==> src/rtl/mem_access_ctrl.sv <==
// Load/store access controller between the core and a byte-addressable
// data memory. Checks range, size and alignment, optionally splits
// misaligned accesses into byte cycles, assembles and extends read data,
// and returns a one-cycle response. All outputs are registered.
module mem_access_ctrl #(
    parameter int BUS_WIDTH        = 32,
    parameter int MEM_BYTES        = 128,
    parameter bit SPLIT_MISALIGNED = 1'b1
) (
    input  logic                 clk,
    input  logic                 rst,
    input  logic                 req_valid,
    output logic                 req_ready,
    input  logic                 req_we,
    input  logic [BUS_WIDTH-1:0] req_addr,
    input  logic [BUS_WIDTH-1:0] req_wdata,
    input  logic [1:0]           req_size,
    input  logic                 req_sext,
    output logic                 resp_valid,
    output logic [BUS_WIDTH-1:0] resp_rdata,
    output logic                 resp_err,
    output logic [BUS_WIDTH-1:0] mem_address,
    output logic [BUS_WIDTH-1:0] mem_data_in,
    output logic                 mem_wr_en,
    output logic [1:0]           mem_size,
    output logic                 mem_sz_ex,
    input  logic [BUS_WIDTH-1:0] mem_data_out
);

    typedef enum logic [1:0] {
        IDLE   = 2'b00,
        ACCESS = 2'b01,
        RESP   = 2'b10
    } state_t;

    state_t state_q;

    // Latched request
    logic                 we_q;
    logic [BUS_WIDTH-1:0] addr_q;
    logic [BUS_WIDTH-1:0] wdata_q;
    logic [1:0]           size_q;
    logic                 sext_q;
    logic                 split_q;
    logic [1:0]           last_k_q;

    // Split-access byte counter and read assembly
    logic [1:0]           k_q;
    logic [1:0]           k_nxt;
    logic [BUS_WIDTH-1:0] asm_q;
    logic [BUS_WIDTH-1:0] asm_d;

    // Registered outputs
    logic                 req_ready_q;
    logic                 resp_valid_q;
    logic [BUS_WIDTH-1:0] resp_rdata_q;
    logic                 resp_err_q;
    logic [BUS_WIDTH-1:0] mem_address_q;
    logic [BUS_WIDTH-1:0] mem_data_in_q;
    logic                 mem_wr_en_q;
    logic [1:0]           mem_size_q;
    logic                 mem_sz_ex_q;

    // Request decode
    logic [2:0]           nbytes_d;
    logic [BUS_WIDTH:0]   end_d;
    logic                 misalign_d;
    logic                 err_d;

    // Byte k of the store data placed in lane 0, upper lanes zero.
    function automatic logic [BUS_WIDTH-1:0] lane_byte(input logic [BUS_WIDTH-1:0] w,
                                                       input logic [1:0]           k);
        logic [BUS_WIDTH-1:0] s;
        s = w >> {k, 3'b000};
        return {{(BUS_WIDTH-8){1'b0}}, s[7:0]};
    endfunction

    // Sign/zero extension of an assembled load value by access size.
    function automatic logic [BUS_WIDTH-1:0] extend_load(input logic [BUS_WIDTH-1:0] v,
                                                         input logic [1:0]           size,
                                                         input logic                 sext);
        logic [BUS_WIDTH-1:0] r;
        case (size)
            2'b00:   r = {{(BUS_WIDTH-8){sext & v[7]}}, v[7:0]};
            2'b01:   r = {{(BUS_WIDTH-16){sext & v[15]}}, v[15:0]};
            default: r = v;
        endcase
        return r;
    endfunction

    // Decode size, end address (one extra bit so it never wraps) and faults.
    always_comb begin
        case (req_size)
            2'b00:   nbytes_d = 3'd1;
            2'b01:   nbytes_d = 3'd2;
            default: nbytes_d = 3'd4;
        endcase
        end_d      = {1'b0, req_addr} + (BUS_WIDTH+1)'(nbytes_d);
        misalign_d = ((req_size == 2'b01) && req_addr[0]) ||
                     ((req_size == 2'b10) && (req_addr[1:0] != 2'b00));
        err_d      = (req_size == 2'b11) ||
                     (end_d > (BUS_WIDTH+1)'(MEM_BYTES)) ||
                     (misalign_d && !SPLIT_MISALIGNED);
    end

    // Merge the byte returned in the current split cycle into the assembly.
    always_comb begin
        asm_d = asm_q;
        asm_d[{k_q, 3'b000} +: 8] = mem_data_out[7:0];
        k_nxt = k_q + 2'd1;
    end

    // Control FSM with registered request/response and memory-side outputs.
    always_ff @(posedge clk) begin
        if (!rst) begin
            state_q       <= IDLE;
            k_q           <= 2'd0;
            asm_q         <= '0;
            req_ready_q   <= 1'b1;
            resp_valid_q  <= 1'b0;
            resp_err_q    <= 1'b0;
            resp_rdata_q  <= '0;
            mem_wr_en_q   <= 1'b0;
            mem_address_q <= '0;
            mem_data_in_q <= '0;
            mem_size_q    <= 2'b00;
            mem_sz_ex_q   <= 1'b0;
        end else begin
            case (state_q)
                IDLE: begin
                    if (req_valid) begin
                        we_q        <= req_we;
                        addr_q      <= req_addr;
                        wdata_q     <= req_wdata;
                        size_q      <= req_size;
                        sext_q      <= req_sext;
                        split_q     <= misalign_d;
                        last_k_q    <= 2'(nbytes_d - 3'd1);
                        k_q         <= 2'd0;
                        asm_q       <= '0;
                        req_ready_q <= 1'b0;
                        if (err_d) begin
                            // Faulted requests never touch the memory.
                            state_q      <= RESP;
                            resp_valid_q <= 1'b1;
                            resp_err_q   <= 1'b1;
                            resp_rdata_q <= '0;
                        end else begin
                            state_q       <= ACCESS;
                            mem_wr_en_q   <= req_we;
                            mem_address_q <= req_addr;
                            if (misalign_d) begin
                                mem_size_q    <= 2'b00;
                                mem_sz_ex_q   <= 1'b0;
                                mem_data_in_q <= lane_byte(req_wdata, 2'd0);
                            end else begin
                                mem_size_q    <= req_size;
                                mem_sz_ex_q   <= req_sext;
                                mem_data_in_q <= req_wdata;
                            end
                        end
                    end
                end

                ACCESS: begin
                    if (!split_q) begin
                        // Memory already extended an aligned load.
                        state_q      <= RESP;
                        mem_wr_en_q  <= 1'b0;
                        resp_valid_q <= 1'b1;
                        resp_err_q   <= 1'b0;
                        resp_rdata_q <= we_q ? '0 : mem_data_out;
                    end else if (k_q == last_k_q) begin
                        state_q      <= RESP;
                        mem_wr_en_q  <= 1'b0;
                        asm_q        <= asm_d;
                        resp_valid_q <= 1'b1;
                        resp_err_q   <= 1'b0;
                        resp_rdata_q <= we_q ? '0 : extend_load(asm_d, size_q, sext_q);
                    end else begin
                        k_q           <= k_nxt;
                        asm_q         <= asm_d;
                        mem_address_q <= addr_q + BUS_WIDTH'(k_nxt);
                        mem_data_in_q <= lane_byte(wdata_q, k_nxt);
                    end
                end

                RESP: begin
                    state_q      <= IDLE;
                    req_ready_q  <= 1'b1;
                    resp_valid_q <= 1'b0;
                    resp_err_q   <= 1'b0;
                    resp_rdata_q <= '0;
                end

                default: begin
                    state_q      <= IDLE;
                    req_ready_q  <= 1'b1;
                    resp_valid_q <= 1'b0;
                    resp_err_q   <= 1'b0;
                    mem_wr_en_q  <= 1'b0;
                end
            endcase
        end
    end

    assign req_ready   = req_ready_q;
    assign resp_valid  = resp_valid_q;
    assign resp_rdata  = resp_rdata_q;
    assign resp_err    = resp_err_q;
    assign mem_address = mem_address_q;
    assign mem_data_in = mem_data_in_q;
    assign mem_wr_en   = mem_wr_en_q;
    assign mem_size    = mem_size_q;
    assign mem_sz_ex   = mem_sz_ex_q;

endmodule
==> config.mk <==
export PLATFORM = sky130hd
export DESIGN_NAME = mem_access_ctrl
export DESIGN_NICKNAME = d
export VERILOG_FILES = /design/src/rtl/mem_access_ctrl.sv
export SDC_FILE = /design/constraint.sdc
export NUM_CORES = 1
export LEC_CHECK = 0
export ABC_AREA = 1
export BUFFER_PORTS_ARGS = -buffer_cell sky130_fd_sc_hd__buf_4
export CAP_MARGIN = 0
export CORE_UTILIZATION = 50
export CTS_CLUSTER_SIZE = 10
export DETAILED_ROUTE_END_ITERATION = 16
export GPL_ROUTABILITY_DRIVEN = 1
export PLACE_DENSITY = 0.73
export SYNTH_ARGS = -nofsm -noshare
export SYNTH_HDL_FRONTEND = slang
export SYNTH_SLANG_ARGS = --single-unit
export TNS_END_PERCENT = 30
==> constraint.sdc <==
create_clock -name clk -period 12.4 [get_ports clk]
set_clock_uncertainty 0.2 [all_clocks]
set_input_delay 0.62 -clock clk [delete_from_list [all_inputs] [get_ports clk]]
set_output_delay 0.62 -clock clk [all_outputs]
set_load 0.01 [all_outputs]
==> impl_metrics.csv <==
group,metric,value,unit
status,status,"complete, no violations",
synthesis,ys_types,46,
synthesis,synth_warnings,0,
grt,globalRouteOverflowTotal,0,
power,ir_worst_vdd,92.47,uV
clock_network,cts.sinks,210,
critical_path,slowest_stage,"inv_2",
critical_path,crit_required,12660,ps
placed_design,dp_hpwl,25390,microns
grt,grt_use_total,29.18,%
synthesis,synth_top_area_share,24.20,%
routing,vias,11270,
power,power_density,127.1,nW/um^2
critical_path,cp_max_fo,70,
final_layout,syn_to_final_growth,21.23,%
clock_network,cts_tree,"yes",
clock_network,hold_buffers,0,
grt,grt_max_degree,71,
critical_path,worstPathCellList,"buf_4, inv_1, nor2_1, inv_1, ha_1, ha_1, nand3_1, nand2_2, nand2_2, nor2_8, nand4_1, a21oi_1, nand3_1, nor2_4, nand2_2, nand2_4, nand2_4, inv_2, nor2_1, nor2_1",
power,finalPower,1.771,mW
synthesis,synthArstFlopShare,0,%
clock_network,post_cts_resized,0,
routing,drt-pass1-iter-count,5,
grt,grt_pass1_wl,54890,microns
clock_network,path_clk_slew,60,ps
clock_network,cts.path.max_buffers,3,
final_layout,layout_common_cells,"nand2_1 (474), nor2_1 (296), buf_4 (216), inv_1 (203), dfxtp_1 (139)",
timing,final_hold_viol_count,0,
die,fp.dieH,153.6,microns
synthesis,synth_fp_nets,1788,
routing,drt-initial-drc-count,905,
synthesis,synth_ff_type,"dfxtp_1",
placed_design,portBuffers,205,
clock_network,clockRootBuffer,"clkbuf_16",
timing,worst_pin_slew,1119,ps
power,pwr-share-comb,16.1,%
routing,ant_nets,0,
routing,routed_wl,34650,microns
critical_path,arrival,4600,ps
power,p_seq_share,44.1,%
power,power_leakage,6.524,nW
grt,grt_pass1_vias,10490,
critical_path,critPathCaptureType,"flip-flop",
die,rows,55,
hold_path,hold_class,"in2reg",
critical_path,r2r-start,"state_q[1]",
die,core_area,22570,sq um
timing,slew_violations,0,
power,p_switching,488.5,uW
critical_path,r2r_end,"mem_data_in[26]",
die,die-width,153.6,microns
clock_network,cts_buffers,26,
timing,fin_crit,4340,ps
power,switching_share,27.58,%
final_layout,n_antenna_cell,0,
synthesis,synth_area_leaders,"dfxtp_1 (24%), edfxtp_1 (19%), nand2_1 (15%), nor2_1 (9.7%), inv_1 (6.6%)",
die,start_util,50.94,%
critical_path,reg2reg_slack,8310,ps
job,cap_violations,0,
power,p_clk_share,39.8,%
timing,fmaxAchievable,0.2304,GHz
critical_path,cpLargestDelayFamily,"simple AND/OR/NAND/NOR gates",
synthesis,ys_ff_latch,210,
critical_path,startpoint,"req_size[0]",
critical_path,path_depth,20,
timing,fin_tns_setup,0,ps
critical_path,endpoint,"mem_address[11]",
routing,viasPerCell,5.251,
critical_path,worst-path-buf-inv,4,
timing,max_slew_margin,25.32,%
synthesis,synth_area,11500,sq um
synthesis,synth-edff-count,71,
final_layout,instances_no_fill,2146,
clock_network,clock_latency,530,ps
placed_design,place_congestion,0.9380,
synthesis,avgSynthCellArea,6.877,sq um
critical_path,cp-start-kind,"primary input",
timing,final.period_utilization,35.00,%
critical_path,r2r_cells,13,
placed_design,dpl.cell_count,2098,
die,top_level_ports,206,
critical_path,cpPeakStageDelay,590,ps
clock_network,post_cts_buffers,0,
power,p_int,1.283,mW
synthesis,ys_seq_area_share,42.74,%
final_layout,drive_gt1_share,14.72,%
routing,routedWlPerCell,16.15,microns
timing,grt_setup_unrepaired,"no",
routing,drcViolationCount,0,
die,dieArea,23610,sq um
synthesis,syn_inst,1672,
grt,antenna_found_initial,0,
timing,fin_ws,8060,ps
final_layout,layout.cells.most_common,"nand2_1",
final_layout,final_util,61.76,%
critical_path,crit_type,"in2reg",
synthesis,synth_area_leader_cell,"dfxtp_1",
placed_design,place_ws,7526,ps
timing,setup_viol,0,
clock_network,h-tree-depth,1,
final_layout,finalNetCount,1957,
==> power groups by stage <==
stage	clock (mW)	combinational [mW]	sequential (mW)
3_3_place_gp	0	0.281	0.794
4_1_cts	0.712	0.286	0.781
5_1_grt	0.742	0.320	0.785
2_1_floorplan	0	0.155	0.802
3_5_place_dp	0	0.284	0.794
6_report	0.705	0.286	0.781
==> state kept, by name, summed over array words and instances (netlist names), 2 cells and up <==
| name | cells |
|---|---|
| wdata_q | 32 |
| mem_address | 32 |
| asm_q | 32 |
| mem_data_in | 32 |
| size_q | 2 |
| k_q | 2 |
| last_k_q | 2 |
| mem_size | 2 |
| addr_q | 32 |
| state_q | 2 |
| resp_rdata | 32 |
==> kinds of logic after synthesis <==
kind of cell	share of synthesized area (%)
XOR/XNOR	1.980
flip-flops	42.74
AND/OR/NAND/NOR	33.18
buffers and inverters	9.706
AO/OA/AOI/OAI	10.85
adder cells (fa/ha/maj)	1.545
==> worst min-delay path by stage <==
stage	start	to	slack, ps	cells past startpoint
detailed placement	resp_valid	resp_valid	250	2
floorplan	asm_q[31]	asm_q[31]	240	2
global route	req_wdata[0]	wdata_q[0]	60	1
global placement	resp_valid	resp_valid	250	2
finish	req_wdata[9]	wdata_q[9]	70	1
CTS	req_wdata[9]	wdata_q[9]	60	1
==> layer usage <==
layer / share of wire [%] / wire, microns / global-route usage (%)
met3: 6.7 / 2313 / 3.636
met2: 47 / 16230 / 49.31
met4: 3.0 / 1050 / 10.24
met5: 0 / 0 / 0
met1: 43 / 15050 / 38.46
==> worst register-to-register path: stages (launching register included) <==
cell and delay (ps):
dfxtp_1 360, inv_1 70, nand2_1 300, buf_4 420, nor2_1 140, nor2_1 120, buf_4 340, inv_1 230
nand2_1 200, inv_2 250, nand2_4 650, inv_2 440, nor2_1 220, nor2_1 50
==> synthesized netlist by cell type, types with 2 or more instances <==
| cell type | instances |
|---|---|
| nand2_1 | 474 |
| nor2_1 | 297 |
| inv_1 | 203 |
| dfxtp_1 | 139 |
| nand3_1 | 85 |
| a21oi_1 | 71 |
| edfxtp_1 | 71 |
| o21ai_0 | 70 |
| clkbuf_1 | 54 |
| nand4_1 | 27 |
| o211ai_1 | 17 |
| o22ai_1 | 14 |
| xnor2_1 | 13 |
| xor2_1 | 13 |
| ha_1 | 11 |
| buf_2 | 10 |
| nor3_1 | 10 |
| a32o_1 | 8 |
| a32oi_1 | 7 |
| o221ai_1 | 7 |
| nand2_2 | 6 |
| nor2_2 | 6 |
| a31oi_1 | 5 |
| nand3b_1 | 5 |
| o21ai_1 | 5 |
| a21boi_0 | 4 |
| buf_1 | 4 |
| buf_6 | 4 |
| nor4_1 | 4 |
| buf_4 | 3 |
| clkinv_1 | 3 |
| nor2_4 | 3 |
| fa_1 | 2 |
| inv_2 | 2 |
| nand2_4 | 2 |
| o31ai_1 | 2 |
| or2_2 | 2 |
==> metrics by stage <==
stage	hold WS [ps]	area, sq um
floorplan	244.7	11500
global placement	247.9	13150
detailed placement	246.0	13150
CTS	56.21	13940
global route	59.15	13940
finish	73.77	13940
==> cell type report <==
class / count / area (sq um)
clock inverter: 3 / 27.53
tap: 285 / 356.6
inverter: 208 / 780.7
multi-input combinational: 1179 / 5475
fill: 2093 / 8632
clock buffer: 45 / 763.2
sequential: 210 / 4915
timing repair buffer: 216 / 1622
(Power assumes the default switching activity.)
